### src/rtl/brisc_pkg.sv
// Shared memory-interface types for the cache/memory subsystem.
package brisc_pkg;

   localparam int ADDRESS_WIDTH = 32;
   localparam int LINE_WIDTH    = 128;

   typedef struct packed {
      logic                     valid;
      logic                     rw;      // 1 = write-back, 0 = refill read
      logic [ADDRESS_WIDTH-1:0] addr;
      logic [LINE_WIDTH-1:0]    data;
   } mem_req_t;

   typedef struct packed {
      logic                     ready;
      logic [ADDRESS_WIDTH-1:0] addr;
      logic [LINE_WIDTH-1:0]    data;
   } mem_resp_t;

   typedef enum logic {
      OWNER_I = 1'b0,
      OWNER_D = 1'b1
   } arb_owner_t;

   function automatic arb_owner_t other_owner(input arb_owner_t owner);
      return (owner == OWNER_I) ? OWNER_D : OWNER_I;
   endfunction

endpackage

### src/rtl/mem_arbiter_rr.sv
// Combinational round-robin pick between the I-cache and D-cache requests.
module mem_arbiter_rr
   import brisc_pkg::*;
(
   input  logic       ic_valid,
   input  logic       dc_valid,
   input  arb_owner_t rr_last,
   output logic       pick_valid,
   output arb_owner_t pick
);

   // On a tie the requester that did not own the port last time wins.
   always_comb begin
      pick_valid = ic_valid | dc_valid;
      pick       = OWNER_I;
      if (ic_valid && dc_valid) begin
         pick = other_owner(rr_last);
      end else if (dc_valid) begin
         pick = OWNER_D;
      end
   end

endmodule

### src/rtl/mem_arbiter.sv
// Shares the single line-wide memory port between the I-cache and D-cache.
//
//   state | meaning
//   ------+-----------------------------------------------------------
//   IDLE  | no owner; pick the next owner from pending requests
//   OWN_I | I-cache owns the port (write-back and refill)
//   OWN_D | D-cache owns the port (write-back and refill)
//   DRAIN | owner released with a read outstanding; swallow its response
module mem_arbiter
   import brisc_pkg::*;
#(
   parameter int DRAIN_TIMEOUT = 255,
   parameter int CNT_WIDTH     = 8
) (
   input  logic      clk,
   input  logic      reset,
   input  mem_req_t  ic_mem_req,
   input  mem_req_t  dc_mem_req,
   input  mem_resp_t mem_resp,
   output mem_req_t  mem_req,
   output mem_resp_t ic_mem_resp,
   output mem_resp_t dc_mem_resp,
   output logic      ic_grant,
   output logic      dc_grant,
   output logic      drain_err
);

   typedef enum logic [1:0] {
      IDLE  = 2'd0,
      OWN_I = 2'd1,
      OWN_D = 2'd2,
      DRAIN = 2'd3
   } state_t;

   // Counter value seen during the last DRAIN cycle before giving up.
   localparam logic [CNT_WIDTH-1:0] DRAIN_LAST = CNT_WIDTH'(DRAIN_TIMEOUT - 1);

   state_t               state;
   logic                 pending;
   arb_owner_t           rr_last;
   logic [CNT_WIDTH-1:0] drain_cnt;
   logic                 pick_valid;
   arb_owner_t           pick;
   logic                 owned;
   logic                 drain_expire;

   mem_arbiter_rr u_rr (
      .ic_valid   (ic_mem_req.valid),
      .dc_valid   (dc_mem_req.valid),
      .rr_last    (rr_last),
      .pick_valid (pick_valid),
      .pick       (pick)
   );

   assign owned        = (state == OWN_I) || (state == OWN_D);
   assign drain_expire = (state == DRAIN) && !mem_resp.ready && (drain_cnt == DRAIN_LAST);

   // Forward the owner's request and return the response to the owner only.
   always_comb begin
      mem_req           = '0;
      ic_mem_resp       = mem_resp;
      dc_mem_resp       = mem_resp;
      ic_mem_resp.ready = 1'b0;
      dc_mem_resp.ready = 1'b0;
      case (state)
         OWN_I: begin
            mem_req           = ic_mem_req;
            ic_mem_resp.ready = mem_resp.ready;
         end
         OWN_D: begin
            mem_req           = dc_mem_req;
            dc_mem_resp.ready = mem_resp.ready;
         end
         default: ;
      endcase
   end

   // Ownership FSM with registered grants, outstanding-read tracking and drain timer.
   always_ff @(posedge clk) begin
      if (reset) begin
         state     <= IDLE;
         ic_grant  <= 1'b0;
         dc_grant  <= 1'b0;
         pending   <= 1'b0;
         rr_last   <= OWNER_I;
         drain_cnt <= '0;
         drain_err <= 1'b0;
      end else begin
         drain_err <= 1'b0;

         // A response always retires the outstanding read, even if a new
         // read is on the bus; the held request re-arms it next cycle.
         if (mem_resp.ready || drain_expire) begin
            pending <= 1'b0;
         end else if (owned && mem_req.valid && !mem_req.rw) begin
            pending <= 1'b1;
         end

         case (state)
            IDLE: begin
               if (pick_valid) begin
                  if (pick == OWNER_I) begin
                     state    <= OWN_I;
                     ic_grant <= 1'b1;
                  end else begin
                     state    <= OWN_D;
                     dc_grant <= 1'b1;
                  end
               end
            end
            OWN_I: begin
               if (!ic_mem_req.valid) begin
                  ic_grant <= 1'b0;
                  rr_last  <= OWNER_I;
                  state    <= (!pending || mem_resp.ready) ? IDLE : DRAIN;
               end
            end
            OWN_D: begin
               if (!dc_mem_req.valid) begin
                  dc_grant <= 1'b0;
                  rr_last  <= OWNER_D;
                  state    <= (!pending || mem_resp.ready) ? IDLE : DRAIN;
               end
            end
            DRAIN: begin
               if (mem_resp.ready) begin
                  state     <= IDLE;
                  drain_cnt <= '0;
               end else if (drain_expire) begin
                  state     <= IDLE;
                  drain_cnt <= '0;
                  drain_err <= 1'b1;
               end else begin
                  drain_cnt <= drain_cnt + 1'b1;
               end
            end
            default: state <= IDLE;
         endcase
      end
   end

endmodule

### config.mk
export PLATFORM = sky130hd
export DESIGN_NAME = mem_arbiter
export DESIGN_NICKNAME = d
export VERILOG_FILES = /design/src/rtl/brisc_pkg.sv /design/src/rtl/mem_arbiter_rr.sv /design/src/rtl/mem_arbiter.sv
export SDC_FILE = /design/constraint.sdc
export NUM_CORES = 1
export LEC_CHECK = 0
export CORE_AREA = 2 2 378 380
export DETAILED_ROUTE_END_ITERATION = 12
export DIE_AREA = 0 0 380 382
export GPL_ROUTABILITY_DRIVEN = 0
export PLACE_DENSITY = 0.3
export REMOVE_ABC_BUFFERS = 1
export SYNTH_ARGS = -nofsm -noshare
export SYNTH_HDL_FRONTEND = slang
export SYNTH_SLANG_ARGS = --single-unit
### constraint.sdc
create_clock -name clk -period 3.4 [get_ports clk]
set_input_delay 0.51 -clock clk [delete_from_list [all_inputs] [get_ports clk]]
set_output_delay 0.51 -clock clk [all_outputs]
set_load 0.01 [all_outputs]
# After elaboration in Yosys (flattened, before gate mapping)

Cells that the tools add are included.
Widths: inputs -> output; s select.

$add $sub $neg: 1
Equality and inequality tests: 10
Muxes and demuxes: 27
Bitwise logic cells: 2
Reductions and logical operators: 21

Operators with widths:

| kind                | count |
|---|---|
| $pmux 162 s2        | 1 |
| $mux 8              | 2 |
| $mux 2              | 7 |
| $mux 1              | 13 |
| $reduce_and 4->1    | 3 |
| $ne 2x2->1 const B  | 5 |
| $add 8x1->8 const B | 1 |
| $eq 8x8->1 const B  | 1 |
| $pmux 2 s4          | 1 |
| $pmux 1 s2          | 3 |
| $reduce_bool 2->1   | 3 |
| $logic_and 1x1->1   | 5 |
| $eq 2x2->1 const B  | 2 |
| $logic_not 1->1     | 3 |
| $logic_or 1x1->1    | 3 |
| $ne 3x3->1 const B  | 1 |
| $reduce_and 3->1    | 1 |
| $reduce_or 3->1     | 1 |
| $eq 2x1->1 const B  | 1 |
| $logic_not 2->1     | 1 |
| $reduce_or 2->1     | 1 |
| $not 1->1           | 1 |
| $or 1x1->1          | 1 |

Flip-flop bits (word level): 15
Input port bits: 487
Output and inout port bits: 487
Logic and storage cells: 68

# Depth between registers and ports, before layout

Gate-level depths: netlist (run 1).

Word-level depth: 6
Depth in mapped cells: 7
Depth with buffers taken out: 6

# By module

Synthesis (run 1) repeated with hierarchy kept, for this count alone.

Cell total of the unflattened synthesis: 797
Area, all modules: 5675.4 um2

Modules (own cells, without submodules):

| module         | instances | cells each | area each (um2) | seq. area each (um2) |
|---|---|---|---|---|
| mem_arbiter    | 1         | 795        | 5661.7          | 300.3 |
| mem_arbiter_rr | 1         | 2          | 13.8            | 0.0 |

# Worst setup path before layout (run 1)

No wires, ideal clock.

Path kind: flip-flop to output port
Start: reg state[0]
End: out mem_req[0] (netlist bit)
Arrival: 1508 ps
Required time: 2890 ps
Path slack: 1382 ps
Cell stages (with the launch flop): 7
Buffers on the path: 3
Cells stage by stage: dfxtp_1 > inv_1 > ha_1 > buf_4 > clkbuf_1 > clkbuf_1 > nor2b_1

RTL lines:

| element                | RTL line           | RTL |
|---|---|---|
| start, declared        | mem_arbiter.sv:38  | `state_t state;` |
| start signal, assigned | mem_arbiter.sv:115 | `state <= (!pending \|\| mem_resp.ready) ? IDLE : DRAIN;` |
| start signal, assigned | mem_arbiter.sv:122 | `state <= (!pending \|\| mem_resp.ready) ? IDLE : DRAIN;` |
| end, declared          | mem_arbiter.sv:20  | `output mem_req_t mem_req,` |

==> impl_metrics.json, run 1 <==
{
  "worstMarginPinSlew_ns": 0.6437,
  "cts_tree": "done",
  "ys_seq_elements": 15,
  "layout.nets": 1448,
  "leakage_nw": 2.859,
  "synth_edf_count": 0,
  "max_slew_margin_pct": 56.69,
  "synth_area_leaders": "buf_4 42%, a22oi_1 21%, nor2b_1 18%",
  "synth_area_per_cell_um2": 7.141,
  "p_seq_share_pct": 4.3,
  "design_area_um2": 10920,
  "grt_usage_pct": 16.48,
  "grt_pass1_wl_um": 142700,
  "grt_pass1_vias": 7222,
  "synth_top_area_share_pct": 42.08,
  "placed_cell_area_um2": 10830,
  "worstSkewPairLatency_ns": 0.26,
  "yosys_warnings": 0,
  "final.setup.worst_slack_ns": 0.1646,
  "ant_nets": 0,
  "port_buffers": 493,
  "switchingPower_mw": 2.548,
  "min_period_over_period_pct": 95.16,
  "synth_cell_type_count": 40,
  "synthToLayoutAreaGrowth_pct": 90.69,
  "fillers": 16670,
  "worstSetupStartpointType": "flop",
  "finalCriticalPeriod_ns": 3.235,
  "clockPowerShare_pct": 4.8,
  "rsz0062_at_grt": "false",
  "vias_per_cell": 2.735,
  "swShare_pct": 48.12,
  "grt_max_degree": 65,
  "core_area_um2": 140900,
  "yosys.area.top_type": "buf_4",
  "io_pins": 974,
  "cts_buffers": 3,
  "netlist_area_um2": 5727,
  "p_per_area_nw_per_um2": 484.8,
  "max_freq_ghz": 0.3091,
  "vdd_drop_max_uv": 247.3,
  "dp_hpwl_um": 109100,
  "grt_overflow": 0,
  "cts_hold_buf": 0,
  "cts.path.max_buffers": 2,
  "clk_pin_slew_ns": 0.06,
  "outcome": "complete, no violations",
  "first_iter_violations": 662,
  "htreeDepth": 1,
  "cts.sinks": 15,
  "setup_viol_count_final": 0,
  "ys.flop_type": "dfxtp_1",
  "post-route-util_pct": 7.751,
  "fp.dieH_um": 382,
  "pwr-share-comb_pct": 90.9,
  "yosysSeqAreaShare_pct": 5.244,
  "drive_gt1_share_pct": 5.346,
  "p_total_mw": 5.294,
  "worst-path-max-fanout": 35,
  "num_vias": 7787,
  "min_path_type": "flop to flop",
  "cts-root-buf": "clkbuf_16",
  "finClkSkew_ns": 0.002152,
  "die-area_um2": 145200,
  "cts_resized": 0,
  "pre_cts_ws_ns": 0.4088,
  "syn_inst": 802,
  "drv_cap": 0,
  "grt_antenna_before_repair": 1,
  "p_int_mw": 2.747,
  "critPathKind": "flop to output pin",
  "drc": 0,
  "initial_core_util_pct": 4.065,
  "cp-end-kind": "output pin",
  "dpl.cell_count": 2840,
  "worstPathRequired_ns": 2.89,
  "die_w_um": 380,
  "first_pass_iters": 5,
  "rows": 138,
  "routed_wl_um": 124800,
  "cp.arrival_ns": 2.73,
  "postCtsSetupBuffers": 0,
  "fin_cells": 2847,
  "report.final.slew_viol_count": 0,
  "wire_per_inst_um": 43.85,
  "finalHoldViolCount": 0,
  "synthArstFlopShare_pct": 0
}
cell usage in the layout, fill, tap and decap left out, types with 8 or more instances in the layout:
cell	synthesis	final
a22oi_1	161	161
buf_4	321	23
nand2_1	8	8
buf_12	0	14
clkdlybuf4s50_1	0	487
a21oi_1	9	9
nor2b_1	161	161
dfxtp_1	15	15
Yosys cell counts (2+ instances only):
library cell and instances:
dfxtp_1 15, and3_1 4, nand2b_1 4, nand4_1 2
buf_1 10, nand3_1 5, nand2_1 8, inv_1 6
o21a_1 2, a22oi_1 161, o21ai_0 6, and2_1 3
clkbuf_1 40, a21oi_1 9, buf_2 5, nor2b_1 161
nor2_1 6, a311oi_1 2, buf_4 321, ha_1 6
nor3_1 3, a211oi_2 2, a31oi_1 4
per-stage QoR:
step,setup TNS (ns),hold slack (ns)
final,0,0.5381
after global routing,0,0.5658
after CTS,0,0.5307
after detailed placement,0,0.5225
after global placement,0,0.5167
after floorplan,-162.05,0.4797
routing by layer:
layer	up-vias	global-route usage, %	routed length, um
met1	3464	12.28	32740
li1	2741	-	-
met5	-	10.42	2124
met4	30	4.865	4511
met2	1419	25.25	53720
met3	133	19.75	31730
critical path: stages, from the launching register on:
cell and delay (ns):
dfxtp_1 0.43, inv_1 0.15, ha_4 0.53, buf_4 0.39
nor2b_1 0.20, buf_4 0.19, clkdlybuf4s50_1 0.55
flip-flops by register name, summed over array words and instances (netlist names):
signal	count
drain_cnt	8
state	2
dc_grant	1
drain_err	1
ic_grant	1
pending	1
rr_last	1
power groups by stage:
| stage | registers [mW] | logic, mW | clock network (mW) |
|---|---|---|---|
| floorplan | 0.223 | 2.10 | 0 |
| global placement | 0.235 | 5.00 | 0 |
| detailed placement | 0.235 | 4.93 | 0 |
| CTS | 0.231 | 4.95 | 0.250 |
| global route | 0.234 | 5.17 | 0.265 |
| finish | 0.230 | 4.81 | 0.252 |
cell type report:
cell class | count | area, um2 | area share, %
diodes | 3 | 7.507 | 0.06874
clock buffers | 4 | 78.83 | 0.7218
inverters | 6 | 22.52 | 0.2062
multi-input cells | 405 | 2819 | 25.81
flip-flops and latches | 15 | 300.3 | 2.750
well taps | 1890 | 2365 | 21.65
repair buffers | 524 | 5328 | 48.79
logic make-up after synthesis:
group           share of synthesized area [%]
buf+inv                                 46.19
simple gates                            21.67
compound gates                          25.41
flops                                   5.244
fa+ha+maj                               1.311
mux                                    0.1748
path summary, 6_finish.rpt:
| kind | startpoint | to | slack [ns] | cells after the start |
|---|---|---|---|---|
| worst max-delay path | state[0] | mem_req[72] | 0.16 | 6 |
| worst min-delay path | drain_cnt[1] | drain_cnt[1] | 0.54 | 2 |
| worst max register to register | state[0] | state[0] | 1.46 | 7 |
| worst min register to register | drain_cnt[1] | drain_cnt[1] | 0.54 | 2 |
(Power assumes the default switching activity.)
==> run 2: changes to the inputs <==
--- a/config.mk
+++ b/config.mk
@@ -8,7 +8,6 @@
 export CORE_AREA = 2 2 378 380
 export DETAILED_ROUTE_END_ITERATION = 12
 export DIE_AREA = 0 0 380 382
-export GPL_ROUTABILITY_DRIVEN = 0
 export PLACE_DENSITY = 0.3
 export REMOVE_ABC_BUFFERS = 1
 export SYNTH_ARGS = -nofsm -noshare
==> results of run 2 <==
The final DEF is identical to that of run 1; final timing and power are the same.
==> run 3: changes to the inputs <==
--- a/config.mk
+++ b/config.mk
@@ -8,7 +8,6 @@
 export CORE_AREA = 2 2 378 380
 export DETAILED_ROUTE_END_ITERATION = 12
 export DIE_AREA = 0 0 380 382
-export PLACE_DENSITY = 0.3
 export REMOVE_ABC_BUFFERS = 1
 export SYNTH_ARGS = -nofsm -noshare
 export SYNTH_HDL_FRONTEND = slang
==> run 3 against run 2 <==
Against the previous run:
- clock power is 6% lower
- non-clock buffer count shrank 4
- worst setup slack better by 0.0045 ns
- register-to-register slack worse by 0.54 ns
- clock skew rose by 0.0057 ns
- global-route usage increased by 1.1 points
- clock-buffer cell count fell by 1
- sequential cell count unchanged
- sequential share of layout area is essentially flat
- utilization about the same
- combinational power is 0.8% higher
- sequential power is essentially flat
- critical path type unchanged
- largest power group unchanged
- highest routed layer unchanged
==> impl_metrics.json, run 3 (synthesis results as in run 1) <==
{
  "dpl.cell_count": 2836,
  "cts-root-buf": "clkbuf_16",
  "grt_pass1_wl_um": 150300,
  "cts_tree": "done",
  "reg_top3": "drain_cnt: 8 flops, state: 2 flops",
  "wire_per_inst_um": 46.69,
  "max_freq_ghz": 0.3095,
  "placed_cell_area_um2": 10800,
  "p_total_mw": 5.316,
  "vias_per_cell": 2.673,
  "first_pass_iters": 5,
  "drc": 0,
  "rows": 138,
  "p_per_area_nw_per_um2": 487.4,
  "outcome": "complete, no violations",
  "postCtsSetupBuffers": 0,
  "cts_resized": 0,
  "finalHoldViolCount": 0,
  "grt_overflow": 0,
  "final_cell_mix": "464 x clkdlybuf4s50_1, 161 x a22oi_1, 161 x nor2b_1",
  "min_period_over_period_pct": 95.03,
  "finClkSkew_ns": 0.007899,
  "routed_wl_um": 133200,
  "worstSkewPairLatency_ns": 0.25,
  "worstPathCellList": "inv_1 > ha_4 > buf_12 > a22oi_1 > nor2b_1 > clkdlybuf4s50_1",
  "final.setup.worst_slack_ns": 0.1691,
  "report.final.slew_viol_count": 0,
  "clockPowerShare_pct": 4.5,
  "max_slew_margin_pct": 51.13,
  "top_register": "drain_cnt",
  "r2r_slack_ns": 0.92,
  "clk_pin_slew_ns": 0.06,
  "pre_cts_ws_ns": 0.3778,
  "cts_hold_buf": 0,
  "whs_ns": 0.5214,
  "cts_buffers": 3,
  "p_seq_share_pct": 4.3,
  "final_common_cell": "clkdlybuf4s50_1",
  "rsz0062_at_grt": "false",
  "min_path_type": "flop to flop",
  "swShare_pct": 49.36,
  "cts.sinks": 15,
  "critical-path-top-delay-family": "buffers and inverters",
  "cp_slowest_cell": "a22oi_1",
  "vdd_drop_max_uv": 337.4,
  "design_area_um2": 10910,
  "worst-path-max-fanout": 80,
  "critPathMaxStageDelay_ns": 0.58,
  "die_w_um": 380,
  "pwr-share-comb_pct": 91.3,
  "switchingPower_mw": 2.624,
  "crit_end": "mem_req[92]",
  "grt_max_degree": 84,
  "layout.nets": 1444,
  "port_buffers": 493,
  "worstPathRequired_ns": 2.89,
  "grt_usage_pct": 17.61,
  "core_area_um2": 140900,
  "dp_hpwl_um": 119800,
  "cts.path.max_buffers": 2,
  "grt_antenna_before_repair": 34,
  "leakage_nw": 2.887,
  "first_iter_violations": 512,
  "num_vias": 7624,
  "setup.worst_path.start": "state[1]",
  "fp.dieH_um": 382,
  "drv_cap": 0,
  "cp-end-kind": "output pin",
  "initial_core_util_pct": 4.065,
  "finalCriticalPeriod_ns": 3.231,
  "rr_endpoint": "pending",
  "grt_pass1_vias": 7103,
  "drive_gt1_share_pct": 7.474,
  "crit_buf_inv": 3,
  "htreeDepth": 1,
  "synthToLayoutAreaGrowth_pct": 90.45,
  "io_pins": 974,
  "die-area_um2": 145200,
  "ant_nets": 0,
  "p_int_mw": 2.692,
  "gp_congestion": 0.9374,
  "path_depth": 6,
  "critPathKind": "flop to output pin",
  "reg2reg_from": "state[1]",
  "r2r_cells": 6,
  "worstMarginPinSlew_ns": 0.7330,
  "setup_viol_count_final": 0,
  "worstSetupStartpointType": "flop",
  "cp.arrival_ns": 2.72,
  "fin_cells": 2852,
  "largest_register_ffs": 8
}
-- run 3: area by class of cell --
class	count	area, um2
Tap cell	1890	2365
Timing Repair Buffer	520	5290
Antenna cell	12	30.03
Sequential cell	15	300.3
Clock buffer	3	75.07
Clock inverter	1	5.005
Inverter	6	22.52
Multi-Input combinational cell	405	2819
Fill cell	16580	130000
-- run 3: worst min-delay path by stage --
stage	startpoint	end	slack [ns]	cells after the start
2_1_floorplan	drain_cnt[1]	drain_cnt[1]	0.48	2
3_3_place_gp	drain_cnt[1]	drain_cnt[1]	0.51	2
3_5_place_dp	drain_cnt[1]	drain_cnt[1]	0.52	2
4_1_cts	drain_cnt[1]	drain_cnt[1]	0.52	2
5_1_grt	drain_cnt[1]	drain_cnt[1]	0.56	2
6_report	drain_cnt[1]	drain_cnt[1]	0.52	2
-- run 3: routing by layer --
metal,part of all wire [%],vias up,track usage [%]
met4,2.9,52,4.027
met2,45,1379,28.19
met5,1.7,-,9.921
met3,24,133,20.69
met1,27,3310,12.94
li1,-,2750,-
-- run 3: worst reg2reg max path, stage by stage, from the launching register on --
cell and delay (ns):
dfxtp_1 0.45, inv_1 0.18, ha_4 0.30, buf_12 0.21
a22oi_1 0.65, a21oi_1 0.19, a2111oi_1 0.38
-- run 3: power by group through the flow --
stage	Combinational [mW]	Clock, mW	Sequential [mW]
CTS	5.00	0.241	0.227
floorplan	2.10	0	0.223
global placement	4.98	0	0.232
global route	5.19	0.250	0.231
finish	4.85	0.237	0.227
detailed placement	4.98	0	0.231
-- run 3: metrics by stage --
| step | setup TNS, ns | utilization, % |
|---|---|---|
| finish | 0 | 7.741 |
| global route | 0 | 7.736 |
| CTS | 0 | 7.720 |
| detailed placement | 0 | 7.663 |
| global placement | 0 | 7.663 |
| floorplan | -162.05 | - |
